<file path="src/rtl/if_stage.sv">
// Instruction fetch stage: owns the PC, fetches over req/ack, drives the IF/ID register.
// Latency: 1 cycle from imem_ack to IF/ID for zero-wait memory.
// Backpressure: freeze holds PC and IF/ID; a late response parks in a one-word skid buffer.
//
// Ports: clk/rst (async active-low), freeze (hazard hold), branch_taken/branch_addr (redirect),
//        imem_req/imem_addr/imem_ack/imem_rdata (fetch handshake),
//        if_instr/if_pc/if_valid (IF/ID register, if_instr=0 is a NOP), fetch_busy (WAIT or HOLD).
// Optional: define IF_PERF_CNT_EN to add saturating stall_cycles and flush_count outputs.
module if_stage #(
  parameter int                ADDR_W   = 32,
  parameter int                INSTR_W  = 32,
  parameter logic [ADDR_W-1:0] RESET_PC = '0
) (
  input  logic               clk,
  input  logic               rst,
  input  logic               freeze,
  input  logic               branch_taken,
  input  logic [ADDR_W-1:0]  branch_addr,
  output logic               imem_req,
  output logic [ADDR_W-1:0]  imem_addr,
  input  logic               imem_ack,
  input  logic [INSTR_W-1:0] imem_rdata,
  output logic [INSTR_W-1:0] if_instr,
  output logic [ADDR_W-1:0]  if_pc,
  output logic               if_valid,
  output logic               fetch_busy
`ifdef IF_PERF_CNT_EN
  ,
  output logic [15:0]        stall_cycles,
  output logic [15:0]        flush_count
`endif
);

  typedef enum logic [1:0] {S_REQ, S_WAIT, S_HOLD} state_t;

  state_t             state_q, state_d;
  logic [ADDR_W-1:0]  pc_q, pc_d;
  logic [ADDR_W-1:0]  addr_q;
  logic               discard_q, discard_d;
  logic [INSTR_W-1:0] skid_q, skid_d;
  logic [INSTR_W-1:0] instr_d;
  logic [ADDR_W-1:0]  ifpc_d;
  logic               valid_d;
  logic [ADDR_W-1:0]  pc_plus4;
  logic               word_vld;
  logic [INSTR_W-1:0] word;

  assign pc_plus4 = pc_q + ADDR_W'(4);

  // Gated by rst so the bus is idle while reset is held; the first request
  // appears as soon as reset is released.
  assign imem_req   = rst && (state_q != S_HOLD);
  // While waiting, the address stays on the issued value even if a branch
  // has already moved pc.
  assign imem_addr  = (state_q == S_WAIT) ? addr_q : pc_q;
  assign fetch_busy = (state_q != S_REQ);

  // A word is available either from memory or, once freeze drops, from the skid buffer.
  assign word_vld = (state_q == S_HOLD) ? !freeze : imem_ack;
  assign word     = (state_q == S_HOLD) ? skid_q : imem_rdata;

  always_comb begin
    state_d   = state_q;
    pc_d      = pc_q;
    discard_d = discard_q;
    skid_d    = skid_q;
    instr_d   = if_instr;
    ifpc_d    = if_pc;
    valid_d   = if_valid;
    if (branch_taken) begin
      // Flush beats freeze: IF/ID goes to NOP and any parked word is dropped.
      pc_d    = branch_addr;
      instr_d = '0;
      ifpc_d  = '0;
      valid_d = 1'b0;
      skid_d  = '0;
      if (state_q == S_WAIT && !imem_ack) begin
        // Outstanding request must complete at its old address; its data is stale.
        state_d   = S_WAIT;
        discard_d = 1'b1;
      end else begin
        state_d   = S_REQ;
        discard_d = 1'b0;
      end
    end else if (discard_q) begin
      if (imem_ack) begin
        discard_d = 1'b0;
        state_d   = S_REQ;
      end
      if (!freeze) begin
        instr_d = '0;
        ifpc_d  = '0;
        valid_d = 1'b0;
      end
    end else if (freeze) begin
      if (state_q != S_HOLD && imem_ack) begin
        skid_d  = imem_rdata;
        state_d = S_HOLD;
      end else if (state_q == S_REQ) begin
        state_d = S_WAIT;
      end
    end else if (word_vld) begin
      instr_d = word;
      ifpc_d  = pc_plus4;
      valid_d = 1'b1;
      pc_d    = pc_plus4;
      skid_d  = '0;
      state_d = S_REQ;
    end else begin
      // Nothing to present: insert a bubble so no instruction is seen twice.
      instr_d = '0;
      ifpc_d  = '0;
      valid_d = 1'b0;
      if (state_q == S_REQ) state_d = S_WAIT;
    end
  end

  always_ff @(posedge clk or negedge rst) begin
    if (!rst) begin
      state_q   <= S_REQ;
      pc_q      <= RESET_PC;
      addr_q    <= RESET_PC;
      discard_q <= 1'b0;
      skid_q    <= '0;
      if_instr  <= '0;
      if_pc     <= '0;
      if_valid  <= 1'b0;
    end else begin
      state_q   <= state_d;
      pc_q      <= pc_d;
      if (state_q == S_REQ) addr_q <= pc_q;
      discard_q <= discard_d;
      skid_q    <= skid_d;
      if_instr  <= instr_d;
      if_pc     <= ifpc_d;
      if_valid  <= valid_d;
    end
  end

`ifdef IF_PERF_CNT_EN
  always_ff @(posedge clk or negedge rst) begin
    if (!rst) begin
      stall_cycles <= '0;
      flush_count  <= '0;
    end else begin
      if ((freeze || state_q == S_WAIT) && stall_cycles != 16'hFFFF)
        stall_cycles <= stall_cycles + 16'd1;
      if (branch_taken && flush_count != 16'hFFFF)
        flush_count <= flush_count + 16'd1;
    end
  end
`endif

endmodule
</file>
<file path="config.mk">
export PLATFORM = sky130hd
export DESIGN_NAME = if_stage
export DESIGN_NICKNAME = d
export VERILOG_FILES = /design/src/rtl/if_stage.sv
export SDC_FILE = /design/constraint.sdc
export NUM_CORES = 1
export LEC_CHECK = 0
export ABC_AREA = 1
export BUFFER_PORTS_ARGS = -buffer_cell sky130_fd_sc_hd__buf_2
export CAP_MARGIN = 20
export CORE_ASPECT_RATIO = 0.9
export CORE_MARGIN = 2
export CORE_UTILIZATION = 55
export CTS_CLUSTER_DIAMETER = 30
export DETAILED_ROUTE_END_ITERATION = 6
export GPL_TIMING_DRIVEN = 1
export PLACE_DENSITY = 0.91
export SLEW_MARGIN = 20
export SYNTH_ARGS = -nofsm -noshare
export SYNTH_HDL_FRONTEND = slang
export SYNTH_SLANG_ARGS = --single-unit
</file>
<file path="constraint.sdc">
create_clock -name clk -period 1.9 [get_ports clk]
set_input_delay 0.19 -clock clk [delete_from_list [all_inputs] [get_ports clk]]
set_output_delay 0.19 -clock clk [all_outputs]
set_load 0.1 [all_outputs]
</file>
==> flow_metrics.tcl <==
set metrics [dict create \
    status "finished with violations" \
    violations "DRC, setup timing" \
    clock_sinks 164 \
    cts_buffer_depth 2 \
    syn_avg_cell_area_um2 7.63 \
    fin_worst_skew_ns 0.00914 \
    cts_tree "yes" \
    max_freq_ghz 0.517 \
    cts_max_level 4 \
    initial_utilization_pct 56.0 \
    final_common_cell "nand2_1" \
    grt_max_degree 96 \
    num_antenna_cells 0 \
    min_period_ns 1.94 \
    finalHoldViolCount 0 \
    routed-via-count 8245 \
    final-seq-area_um2 4110 \
    insertion_delay_ns 0.43 \
    cp_slowest_stage_delay_ns 0.37 \
    die_w_um 133 \
    io_buffers 167 \
    first_pass_iters 7 \
    start_kind "register" \
    setup_violations 8 \
    die-area_um2 15900 \
    nFillCells 1006 \
    syn_area_um2 8180 \
    vdd_drop_max_mv 0.944 \
    multi_input_area_um2 3860 \
    place_congestion 0.908 \
    fin_setup_tns_ns -0.133 \
    row_count 42 \
    yosysTopAreaCell "dfrtp_1" \
    crit_arrival_ns 1.75 \
    drc 1 \
    clk_pin_slew_ns 0.06 \
    worstHoldPathType "input pin to register" \
    antenna_found_initial 1 \
    drv_slew 0 \
    layoutNonFillerInstCount 1443 \
    synth_cell_types 26 \
    pin_count 168 \
    core_area_um2 14600 \
    drt_iter0_drc 1010 \
    grt.total_usage_pct 29.7 \
    p_per_area_nw_per_um2 1250 \
    final_nets 1304 \
    dp.cells 1401 \
    ys_seq_area_share_pct 50.2 \
    most-common-layout-cells "nand2_1, nor2_1, dfrtp_1" \
    slowest_stage "dfrtp_1" \
    crit_required_ns 1.71 \
    slew-limit-headroom_pct 65.0 \
    gr-total-overflow 0 \
    cpMostUsedCell "buf_12" \
    yosysWarnings 0 \
    worst_pin_slew_ns 0.529 \
    drive_above_1_share_pct 24.6 \
    dp_hpwl_um 15600 \
    rsz0062_at_grt "yes" \
    ant_nets 0 \
    path_class "register to primary output" \
    finalCritPeriodShare_pct 102 \
    grt_pass1_wl_um 37300 \
    grt_pass1_vias 7550 \
    numCtsBuffers 17 \
    p_leak_nw 5.39 \
    ys_ff_latch 164 \
    synth_nets 1142 \
    wire_per_inst_um 17.5 \
    viasPerCell 5.71 \
    postRouteWirelength_um 25200 \
    synth_area_leaders "dfrtp_1, nand2_1, nor2_1" \
    cp_cell_sequence "inv_2 -> nor2_4 -> buf_4 -> buf_12 -> buf_6 -> nand2_1 -> o21ai_4 -> buf_12" \
    cp-end-kind "primary output" \
    cap_violations 0 \
    die_y_um 120 \
    cts-root-buf "clkbuf_16" \
    fin_ws_ns -0.0358 \
    yosysTopAreaCellShare_pct 50.2 \
    syn_to_final_growth_pct 33.0 \
    synthCells 1072 \
    crit_path_max_fanout 16 \
]
[registers in the layout, summed over array words and instances, names as in the netlist]
name       flops
addr_q        32
discard_q      1
if_instr      32
if_pc         32
if_valid       1
pc_q          32
skid_q        32
state_q        2
[synthesized netlist by cell type (all sizes together)]
library cell  instances
o31ai                27
nor2                176
a21oi                30
nand3                41
clkinv                1
and2                  9
inv                  58
or2                   1
o21ai               122
ha                    1
clkbuf               27
nand2               378
buf                  28
nand3b                1
dfrtp               164
xor2                  8
[metal layers]
| metal | vias up | wire [um] | track usage (%) |
|---|---|---|---|
| met5 | - | 0 | 0 |
| met4 | 0 | 1030 | 10.3 |
| met3 | 119 | 2640 | 8.75 |
| met2 | 527 | 11800 | 47.2 |
| met1 | 3878 | 9750 | 39.2 |
| li1 | 3721 | - | - |
[worst max-delay path: cells and delay by family (launching register included)]
| kind | cells | cell delay, ns |
|---|---|---|
| DFF | 1 | 0.37 |
| buffers and inverters | 5 | 0.65 |
| AOI/OAI and AO/OA | 1 | 0.08 |
| and+or+nand+nor | 2 | 0.21 |
[power by group]
group	internal (mW)	switching, mW	total (mW)	leakage (nW)
Sequential	4.00	0.428	4.43	2.12
Combinational	1.53	3.70	5.23	2.94
Clock	2.59	1.40	3.99	0.325
[timing repair]
action | in CTS | in global routing
resized for setup | 8 | 48
setup buffers | 0 | 6
endpoints found under the hold margin | 71 | 0
gates cloned | 0 | 3
endpoints found under the setup margin | 18 | 33
hold buffers | 3 | 0
pin swaps | 0 | 2
[area by class of cell]
class	instances	area share (%)
clock buffers	17	3.91
clock inverters	13	2.36
inverters	59	2.05
multi-input cells	794	35.5
flip-flops and latches	164	37.7
well taps	198	2.28
repair buffers	198	16.2
[cell families (layout without fill, tap and decap cells)]
group           Yosys count  in the layout  share of synthesized area [%]
compound gates          179            179                           12.8
xor+xnor                  8              8                          0.857
fa+ha+maj                 1              1                          0.153
buf+inv                 114            287                           6.30
flops                   164            164                           50.2
simple gates            606            606                           29.7
[final timing paths]
path | start | end | slack [ns] | cells after the start
worst max register to register | pc_q[3]$_DFFE_PN0P_ | pc_q[30]$_DFFE_PN0P_ | 0.01 | 10
worst min register to register | if_instr[0]$_DFFE_PN0N_ | if_instr[0]$_DFFE_PN0N_ | 0.48 | 2
max in group asynchronous | rst | pc_q[26]$_DFFE_PN0P_ | 0.98 | 3
min in group asynchronous | rst | skid_q[2]$_DFFE_PN0P_ | 0.18 | 2
worst min-delay path | imem_rdata[0] | skid_q[0]$_DFFE_PN0P_ | 0.02 | 3
worst max-delay path | state_q[0]$_DFFE_PN0P_ | imem_addr[14] | -0.04 | 8
[metrics by stage]
| stage | utilization (%) | cell area [um^2] | hold WS, ns | total power, mW | setup WS [ns] |
|---|---|---|---|---|---|
| 2_1_floorplan | - | 8240 | -0.106 | 7.71 | -0.474 |
| 3_3_place_gp | 67.0 | 9790 | 0.0518 | 9.15 | 0.251 |
| 3_5_place_dp | 67.0 | 9790 | 0.0489 | 9.27 | 0.150 |
| 4_1_cts | 72.1 | 10500 | 0.00740 | 13.3 | -0.0541 |
| 5_1_grt | 74.5 | 10900 | 0.0222 | 14.1 | -0.104 |
| 6_report | 74.5 | 10900 | 0.0246 | 13.6 | -0.0358 |
Note: power is estimated with default switching activity, not from simulation.
